`config.mk`:
```
export PLATFORM = sky130hd
export DESIGN_NAME = loop_ram_scheduler
export DESIGN_NICKNAME = d
export VERILOG_FILES = /design/src/rtl/synth_pkg.sv /design/src/rtl/ring_ptr.sv /design/src/rtl/loop_ram_scheduler.sv
export SDC_FILE = /design/constraint.sdc
export NUM_CORES = 1
export LEC_CHECK = 0
export ABC_AREA = 0
export BUFFER_PORTS_ARGS = -buffer_cell sky130_fd_sc_hd__buf_2
export CORE_MARGIN = 1.5
export CORE_UTILIZATION = 51
export CTS_BUF_LIST = sky130_fd_sc_hd__clkbuf_8 sky130_fd_sc_hd__clkbuf_16
export DETAILED_ROUTE_END_ITERATION = 7
export GPL_ROUTABILITY_DRIVEN = 0
export PLACE_DENSITY_LB_ADDON = 0.05
export SLEW_MARGIN = 20
export SYNTH_ARGS = -nofsm -noshare
export SYNTH_HDL_FRONTEND = slang
export SYNTH_HIERARCHICAL = 1
export SYNTH_SLANG_ARGS = --single-unit
export TNS_END_PERCENT = 20
```
`constraint.sdc`:
```
create_clock -name clk -period 3 [get_ports clk]
set_input_delay 0.6 -clock clk [delete_from_list [all_inputs] [get_ports clk]]
set_output_delay 0.6 -clock clk [all_outputs]
set_load 0.005 [all_outputs]
```
`src/rtl/synth_pkg.sv`:
```
// Shared types and default widths for the loop-RAM scheduler.
package synth_pkg;

  localparam int unsigned SYNTH_SAMPLE_W   = 16;
  localparam int unsigned SYNTH_RAM_ADDR_W = 23;

  typedef enum logic [1:0] {
    StIdle,
    StIssue,
    StWaitAck
  } sched_state_t;

  typedef enum logic {
    Wr,
    Rd
  } grant_t;

endpackage

```
`src/rtl/ring_ptr.sv`:
```
// Wrap counter: steps by one on inc and returns to zero after reaching limit-1.
module ring_ptr #(
  parameter int unsigned W = 23
) (
  input  logic         clk,
  input  logic         rst_n,
  input  logic         clr,
  input  logic         inc,
  input  logic [W-1:0] limit,
  output logic [W-1:0] ptr
);

  logic [W-1:0] ptr_q, ptr_d;

  // Modular compare: a limit of 2**W (truncated to 0) wraps at all-ones.
  always_comb begin
    ptr_d = ptr_q;
    if (clr) begin
      ptr_d = '0;
    end else if (inc) begin
      ptr_d = (ptr_q == limit - W'(1)) ? '0 : ptr_q + W'(1);
    end
  end

  always_ff @(posedge clk) begin
    if (!rst_n) begin
      ptr_q <= '0;
    end else begin
      ptr_q <= ptr_d;
    end
  end

  assign ptr = ptr_q;

endmodule

```
`src/rtl/loop_ram_scheduler.sv`:
```
// Shares one RAM port between record writes and playback reads of a circular loop buffer.
module loop_ram_scheduler
  import synth_pkg::*;
#(
  parameter int unsigned ADDR_W  = SYNTH_RAM_ADDR_W,
  parameter int unsigned DATA_W  = SYNTH_SAMPLE_W,
  parameter int unsigned MAX_LEN = 2**20,
  parameter int unsigned TIMEOUT = 64
) (
  input  logic              clk,
  input  logic              rst_n,
  input  logic              clear,
  input  logic              wr_strobe,
  input  logic [DATA_W-1:0] wr_data,
  input  logic              rd_strobe,
  output logic [DATA_W-1:0] rd_data,
  output logic              rd_valid,
  output logic              mem_req,
  output logic              mem_we,
  output logic [ADDR_W-1:0] mem_addr,
  output logic [DATA_W-1:0] mem_wdata,
  input  logic              mem_ack,
  input  logic [DATA_W-1:0] mem_rdata,
  output logic [ADDR_W-1:0] loop_len,
  output logic              busy,
  output logic              err_overrun,
  output logic              err_timeout
);

  localparam int unsigned LEN_W = ADDR_W + 1;
  localparam int unsigned CNT_W = $clog2(TIMEOUT + 1);
  localparam logic [LEN_W-1:0] MaxLenL = LEN_W'(MAX_LEN);

  sched_state_t state_q, state_d;
  grant_t       grant_q, last_grant_q, pick;

  logic              wr_pend_q, rd_pend_q;
  logic [DATA_W-1:0] wr_data_q, rd_data_q, wdata_q;
  logic [ADDR_W-1:0] addr_q, wr_ptr, rd_ptr;
  logic [LEN_W-1:0]  len_q;
  logic [CNT_W-1:0]  cnt_q;
  logic              we_q, rd_valid_q, discard_q, overrun_q, timeout_q;

  logic both, can_grant, empty_rd, start, acked, timed_out, drop;
  logic wr_fin, rd_fin, wr_commit, rd_commit;

  // Round-robin only matters under contention; last_grant tracks contended grants.
  always_comb begin
    pick = Rd;
    if (wr_pend_q && (!rd_pend_q || last_grant_q == Rd)) begin
      pick = Wr;
    end
  end

  assign both      = wr_pend_q & rd_pend_q;
  assign can_grant = (state_q == StIdle) && (wr_pend_q || rd_pend_q) && !clear;
  assign empty_rd  = can_grant && (pick == Rd) && (len_q == '0);
  assign start     = can_grant && !empty_rd;
  assign acked     = (state_q == StWaitAck) && mem_ack;
  assign timed_out = (state_q == StWaitAck) && !mem_ack && (cnt_q == CNT_W'(TIMEOUT - 1));
  assign drop      = discard_q | clear;
  assign wr_fin    = (acked || timed_out) && (grant_q == Wr);
  assign rd_fin    = ((acked || timed_out) && (grant_q == Rd)) || empty_rd;
  assign wr_commit = acked && (grant_q == Wr) && !drop;
  assign rd_commit = acked && (grant_q == Rd) && !drop;

  always_ff @(posedge clk) begin
    if (!rst_n) begin
      state_q <= StIdle;
    end else begin
      state_q <= state_d;
    end
  end

  always_comb begin
    state_d = state_q;
    unique case (state_q)
      StIdle:    if (start) state_d = StIssue;
      StIssue:   state_d = StWaitAck;
      StWaitAck: if (acked || timed_out) state_d = StIdle;
      default:   state_d = StIdle;
    endcase
  end

  always_comb begin
    mem_req = 1'b0;
    busy    = 1'b0;
    if (state_q != StIdle) begin
      mem_req = 1'b1;
      busy    = 1'b1;
    end
  end

  always_ff @(posedge clk) begin
    if (!rst_n) begin
      wr_pend_q    <= 1'b0;
      rd_pend_q    <= 1'b0;
      wr_data_q    <= '0;
      rd_data_q    <= '0;
      rd_valid_q   <= 1'b0;
      wdata_q      <= '0;
      addr_q       <= '0;
      we_q         <= 1'b0;
      grant_q      <= Wr;
      last_grant_q <= Rd;
      len_q        <= '0;
      cnt_q        <= '0;
      discard_q    <= 1'b0;
      overrun_q    <= 1'b0;
      timeout_q    <= 1'b0;
    end else begin
      if (clear)          wr_pend_q <= 1'b0;
      else if (wr_strobe) wr_pend_q <= 1'b1;
      else if (wr_fin)    wr_pend_q <= 1'b0;

      if (clear)          rd_pend_q <= 1'b0;
      else if (rd_strobe) rd_pend_q <= 1'b1;
      else if (rd_fin)    rd_pend_q <= 1'b0;

      if (wr_strobe && !clear) wr_data_q <= wr_data;

      // A strobe landing on its own completion re-arms the flag instead of overrunning.
      if (!clear && ((wr_strobe && wr_pend_q && !wr_fin) ||
                     (rd_strobe && rd_pend_q && !rd_fin))) begin
        overrun_q <= 1'b1;
      end
      if (timed_out) timeout_q <= 1'b1;

      if (can_grant && both) last_grant_q <= pick;

      if (start) begin
        grant_q <= pick;
        we_q    <= (pick == Wr);
        addr_q  <= (pick == Wr) ? wr_ptr : rd_ptr;
        if (pick == Wr) wdata_q <= wr_data_q;
        cnt_q   <= '0;
      end else if (state_q != StIdle) begin
        cnt_q <= cnt_q + CNT_W'(1);
      end

      if (clear && state_q != StIdle) discard_q <= 1'b1;
      else if (state_q == StIdle)     discard_q <= 1'b0;

      rd_valid_q <= rd_commit | empty_rd;
      if (rd_commit)     rd_data_q <= mem_rdata;
      else if (empty_rd) rd_data_q <= '0;

      if (clear) begin
        len_q <= '0;
      end else if (wr_commit && len_q != MaxLenL) begin
        len_q <= len_q + LEN_W'(1);
      end
    end
  end

  ring_ptr #(.W(ADDR_W)) u_wr_ptr (
    .clk   (clk),
    .rst_n (rst_n),
    .clr   (clear),
    .inc   (wr_commit),
    .limit (ADDR_W'(MAX_LEN)),
    .ptr   (wr_ptr)
  );

  ring_ptr #(.W(ADDR_W)) u_rd_ptr (
    .clk   (clk),
    .rst_n (rst_n),
    .clr   (clear),
    .inc   (rd_commit),
    .limit (len_q[ADDR_W-1:0]),
    .ptr   (rd_ptr)
  );

  assign rd_data     = rd_data_q;
  assign rd_valid    = rd_valid_q;
  assign mem_we      = we_q;
  assign mem_addr    = addr_q;
  assign mem_wdata   = wdata_q;
  assign loop_len    = len_q[ADDR_W-1:0];
  assign err_overrun = overrun_q;
  assign err_timeout = timeout_q;

endmodule

```
# Word-level counts from Yosys, hierarchy flattened
# Index checks and enable logic that the tools add are counted.
# word_totals
reg_bits	159
latch_bits	0
mem_bits_rw	0
romBits	0
out_inout_bits	84
mem_count	0
# op_classes
addsub	5
n_mul	0
div_mod_pow	0
order_cmp	0
n_eq_ne	8
n_shift	0
mux	16
n_bitwise	5
n_reduce_logical	47
# op_table
op	count
23-bit 2-to-1 mux	3
23-bit by 1-bit adder with 23-bit output (second input constant)	2
16-bit 2-to-1 mux	2
24-bit by 1-bit adder with 24-bit output (second input constant)	1
1-bit logical AND	24
24-bit zero test	1
24-bit by 21-bit inequality test with 1-bit output (second input constant)	1
23-bit by 20-bit equality test with 1-bit output (second input constant)	1
23-bit equality test	1
23-bit by 1-bit subtractor with 23-bit output (second input constant)	1
2-bit nonzero test	5
1-bit 2-to-1 mux	8
7-bit by 1-bit adder with 7-bit output (second input constant)	1
7-bit by 6-bit equality test with 1-bit output (second input constant)	1
1-bit zero test	7
2-bit one-hot mux with 3 select lines	1
1-bit logical OR	5
2-bit 2-to-1 mux	2
2-bit AND reduction	2
2-bit OR reduction	2
2-bit by 1-bit equality test with 1-bit output (second input constant)	1
2-bit equality test (second input constant)	1
2-bit zero test	1
2-bit by 1-bit inequality test with 1-bit output (second input constant)	1
other kinds (4)	6

# Depth between registers and ports, before layout
# depth
ltp_word	11
mapped_depth	12
mapped_depth_nobuf	11

# Cells and area by module
# Netlist, hierarchy kept.
# modules_own_cells
mod	instances	cells_each	area_per_inst_um2	seq_area_each_um2
loop_ram_scheduler	1	603	5017.3	2262.2
ring_ptr	2	255	2090.8	460.4

# Worst setup path after synthesis
# OpenSTA, ideal clock, no wires.
# synth_timing
path_type	input port to flip-flop
startpoint	input port clear
endpoint	register u_rd_ptr.ptr_q[15] (netlist: u_rd_ptr/ptr[15])
setup_time_ns	0.141
arrival_ns	2.729
setup_slack_ns	0.131
cell_stages	11
n_path_buf	2
cell_sequence	clkbuf_1 nor3_1 nand2_1 clkinv_1 buf_1 nand3_1 nor3_1 nand2_1 nor2_1 xnor2_1 nor3_2
# synth_via
elab_chain_cells	3
# synth_lines
item	line_no	text
start, declared	loop_ram_scheduler.sv:12	input logic clear,
1-bit OR	loop_ram_scheduler.sv:61	assign drop = discard_q | clear;
1-bit zero test	loop_ram_scheduler.sv:65	assign rd_commit = acked && (grant_q == Rd) && !drop;
1-bit logical AND	loop_ram_scheduler.sv:65	
named net rd_commit	loop_ram_scheduler.sv:45	logic wr_fin, rd_fin, wr_commit, rd_commit;
end signal, assigned	ring_ptr.sv:29	ptr_q <= ptr_d;
end, declared	ring_ptr.sv:13	logic [W-1:0] ptr_q, ptr_d;
# The timed path passes the listed nets, and every way through them passes these cells.
# A chain may end at the register's enable or synchronous reset.

# Final worst setup path
# layout_timing
startpoint	register len_q[0]
endpoint	register u_rd_ptr.ptr_q[4] (netlist: u_rd_ptr/ptr[4])
# layout_via
elab_chain_cells	3
# layout_lines
item	line_no	text
start, declared	loop_ram_scheduler.sv:40	logic [LEN_W-1:0] len_q;
start signal, assigned	loop_ram_scheduler.sv:151	len_q <= len_q + LEN_W'(1);
23-bit by 1-bit subtractor with 23-bit output	ring_ptr.sv:21	ptr_d = (ptr_q == limit - W'(1)) ? '0 : ptr_q + W'(1);
23-bit equality test	ring_ptr.sv:21	
23-bit 2-to-1 mux	ring_ptr.sv:21	
# No other way between the ends.

==> impl_metrics.yaml <==
clock_tree:
  cts_tree: "built"
  clk_latency_ns: 0.43
  cts_setup_buffers: 0
  path_clk_slew_ns: 0.07
  cts_buffers: 17
  cts_resized: 0
  clockBufferDepth: 2
  clock-sinks: 159
  postCtsHoldBufs: 0
  cts-htree-levels: 4
  cts-root-buf: "clkbuf_16"
routing:
  drt-met1-wl_um: 11150
  wl_met3_um: 1014
  top_layer: "met4"
  wl_um: 24030
  wl_per_cell_um: 15.64
  drc_errors: 0
  detail-route-antenna-nets: 0
  vias_per_cell: 5.430
  num_vias: 8341
  firstDrtPassIters: 5
  wl_met2_um: 11330
  drt-initial-drc-count: 527
synthesis:
  syn_avg_cell_area_sq_um: 8.265
  synth-seq-cells: 159
  synthTopCellsByCount: "dfxtp_1, nand2_1, nand3_1"
  yosysMostFrequentCell: "dfxtp_1"
  ys_async_sr_fraction: 0
  syn_inst: 1113
  synth_area_sq_um: 9199
  synthTopCellsByArea: "dfxtp_1, nand3_1, xor2_1"
  synth_top_area_cell: "dfxtp_1"
  synth_edf_count: 0
  synthDominantCellAreaShare: 0.3460
  ys_types: 69
  yosysWarnings: 6
  ys.flop_type: "dfxtp_1"
  ys_seq_area_frac: 0.3460
layout:
  fin_nets: 1343
  final_cell_count_no_fill: 1536
  drive_gt1_frac: 0.1983
  n_antenna_cell: 0
  fill_cells: 1582
  area_delta_synth_final_pct: 18.91
setup_path:
  critPathMaxFanout: 21
  timing.rr.end: "u_rd_ptr/ptr[4]$_SDFFE_PP0P_"
  r2r_slack_ns: 0.16
  end_kind: "register"
  crit_path_start: "len_q[0]$_SDFFE_PP0P_"
  reg2reg_from: "len_q[0]$_SDFFE_PP0P_"
  startpoint_type: "register"
  cp-endpoint: "u_rd_ptr/ptr[4]$_SDFFE_PP0P_"
  critical_path_arrival_ns: 3.13
  crit_required_ns: 3.29
  reg2reg_depth: 9
  critPathKind: "reg2reg"
sta:
  fin_crit_sh: 0.9467
  final_max_slew_viol_count: 0
  grt_setup_unrepaired: "no"
  setup_tns_ns: 0
  holdWs_ns: 0.3834
  tightest_slew_ns: 0.8951
  setup_violations: 0
  layout_min_cycle_time_ns: 2.840
  slew_headroom: 0.4033
  fin_worst_skew_ns: 0.01220
  hold_viol_final: 0
  max_freq_ghz: 0.3521
  worst_slack_ns: 0.1600
power_and_ir_drop:
  p_per_area_nw_per_um2: 420.9
  p_leak_nw: 4.600
  irDropWorstVdd_mv: 0.3843
placed_design:
  hpwl_um: 17880
  dp_slack_ns: 0.1338
  place_inst: 1504
  port-buffer-count: 121
floorplanning:
  core-area_sq_um: 17480
  boundaryPins: 122
  die_area_sq_um: 18850
  fp.dieH_um: 137.3
  start_util: 0.5263
  die_w_um: 137.3
  rows: 48
global_routing:
  antenna_found_initial: 0
  grt_usage: 0.2558
  grt_pass1_wl_um: 38050
  grt_pass1_vias: 7418
  grt_start_max_net_pins: 95
  overflow: 0
min_path:
  hold_class: "in2reg"
  hold_path_depth: 3
outcome:
  status: "finished clean"
job:
  maxCapViolations: 0
==> worst min path at each step <==
| stage | from | end | slack [ns] |
|---|---|---|---|
| 2_1_floorplan | wr_data_q[0]$_SDFFE_PN0P_ | mem_wdata[0]$_SDFFE_PN0P_ | 0.44 |
| 3_3_place_gp | mem_we$_SDFFE_PN0P_ | mem_we$_SDFFE_PN0P_ | 0.44 |
| 3_5_place_dp | rd_data[6]$_SDFFE_PN0P_ | rd_data[6]$_SDFFE_PN0P_ | 0.45 |
| 4_1_cts | mem_rdata[0] | rd_data[0]$_SDFFE_PN0P_ | 0.37 |
| 5_1_grt | mem_rdata[13] | rd_data[13]$_SDFFE_PN0P_ | 0.39 |
| 6_report | mem_rdata[0] | rd_data[0]$_SDFFE_PN0P_ | 0.38 |
==> cells in the final DEF, fill, tap and decap left out, types with 33 or more instances in the layout <==
cell / synthesis / layout
a21boi_0: 34 / 34
buf_2: 4 / 121
buf_4: 26 / 46
conb_1: 2 / 91
dfxtp_1: 159 / 159
nand2_1: 138 / 138
nand3_1: 125 / 125
nand4_1: 33 / 33
nor2_1: 74 / 74
nor3_1: 44 / 44
xnor2_1: 50 / 50
xor2_1: 60 / 60
==> area by class of cell <==
class                           count  area (sq um)  area share
Clock buffer                       17         425.4     0.03889
Clock inverter                     15         196.4     0.01796
Inverter                           29         108.9    0.009952
Multi-Input combinational cell    922          5752      0.5259
Sequential cell                   159          3183      0.2910
Tap cell                          225         281.5     0.02574
Timing Repair Buffer              169         991.0     0.09060
==> cells by family (layout without fill, tap and decap cells) <==
| group | count (synthesis) | count (layout) | share of synthesized area |
|---|---|---|---|
| and+or+nand+nor | 547 | 547 | 0.3296 |
| adders and majority gates | 7 | 7 | 0.009521 |
| xor gates and xnor gates | 110 | 110 | 0.1047 |
| muxes | 2 | 2 | 0.002448 |
| other | 2 | 91 | 0.0008164 |
| DFF | 159 | 159 | 0.3460 |
| AOI/OAI and AO/OA | 165 | 165 | 0.1406 |
| buffers and inverters | 121 | 230 | 0.06624 |
==> critical path, cell delays in order, from the launching register on <==
cell and delay (ns):
dfxtp_1 0.31, inv_1 0.05, ha_1 0.22, nor4b_4 0.26
nand3_2 0.15, or3_1 0.43, or4_4 0.56, a2111oi_4 0.43
buf_12 0.22, nor4_1 0.08
==> metal layers <==
metal / GRT usage / vias up
met5: 0 / -
met4: 0.07953 / 0
met3: 0.04820 / 36
met2: 0.4168 / 174
met1: 0.3426 / 3899
li1: - / 4232
==> registers in the layout, indices dropped and copies added (netlist names) <==
| name | cells |
|---|---|
| state_q | 2 |
| err_overrun | 1 |
| len_q | 24 |
| err_timeout | 1 |
| cnt_q | 7 |
| rd_valid | 1 |
| rd_data | 16 |
| rd_pend_q | 1 |
| wr_pend_q | 1 |
| mem_addr | 23 |
| u_rd_ptr/ptr | 23 |
| mem_we | 1 |
| grant_q | 1 |
| u_wr_ptr/ptr | 23 |
| last_grant_q | 1 |
| mem_wdata | 16 |
| discard_q | 1 |
| wr_data_q | 16 |
==> power by group <==
part           internal [W]  leakage (nW)  switching [W]  total (W)
clock network       0.00120         0.298        0.00102    0.00222
registers           0.00213          1.28      0.0000109    0.00214
logic             0.0000887          3.02       0.000152   0.000241
==> stage by stage <==
| step | util | area [sq um] | power [W] |
|---|---|---|---|
| floorplan | - | 9533 | 0.002355 |
| global placement | 0.5903 | 10320 | 0.002422 |
| detailed placement | 0.5903 | 10320 | 0.002424 |
| CTS | 0.6259 | 10940 | 0.004632 |
| global route | 0.6259 | 10940 | 0.004759 |
| finish | 0.6259 | 10940 | 0.004604 |
Note: power is estimated with default switching activity, not from simulation.
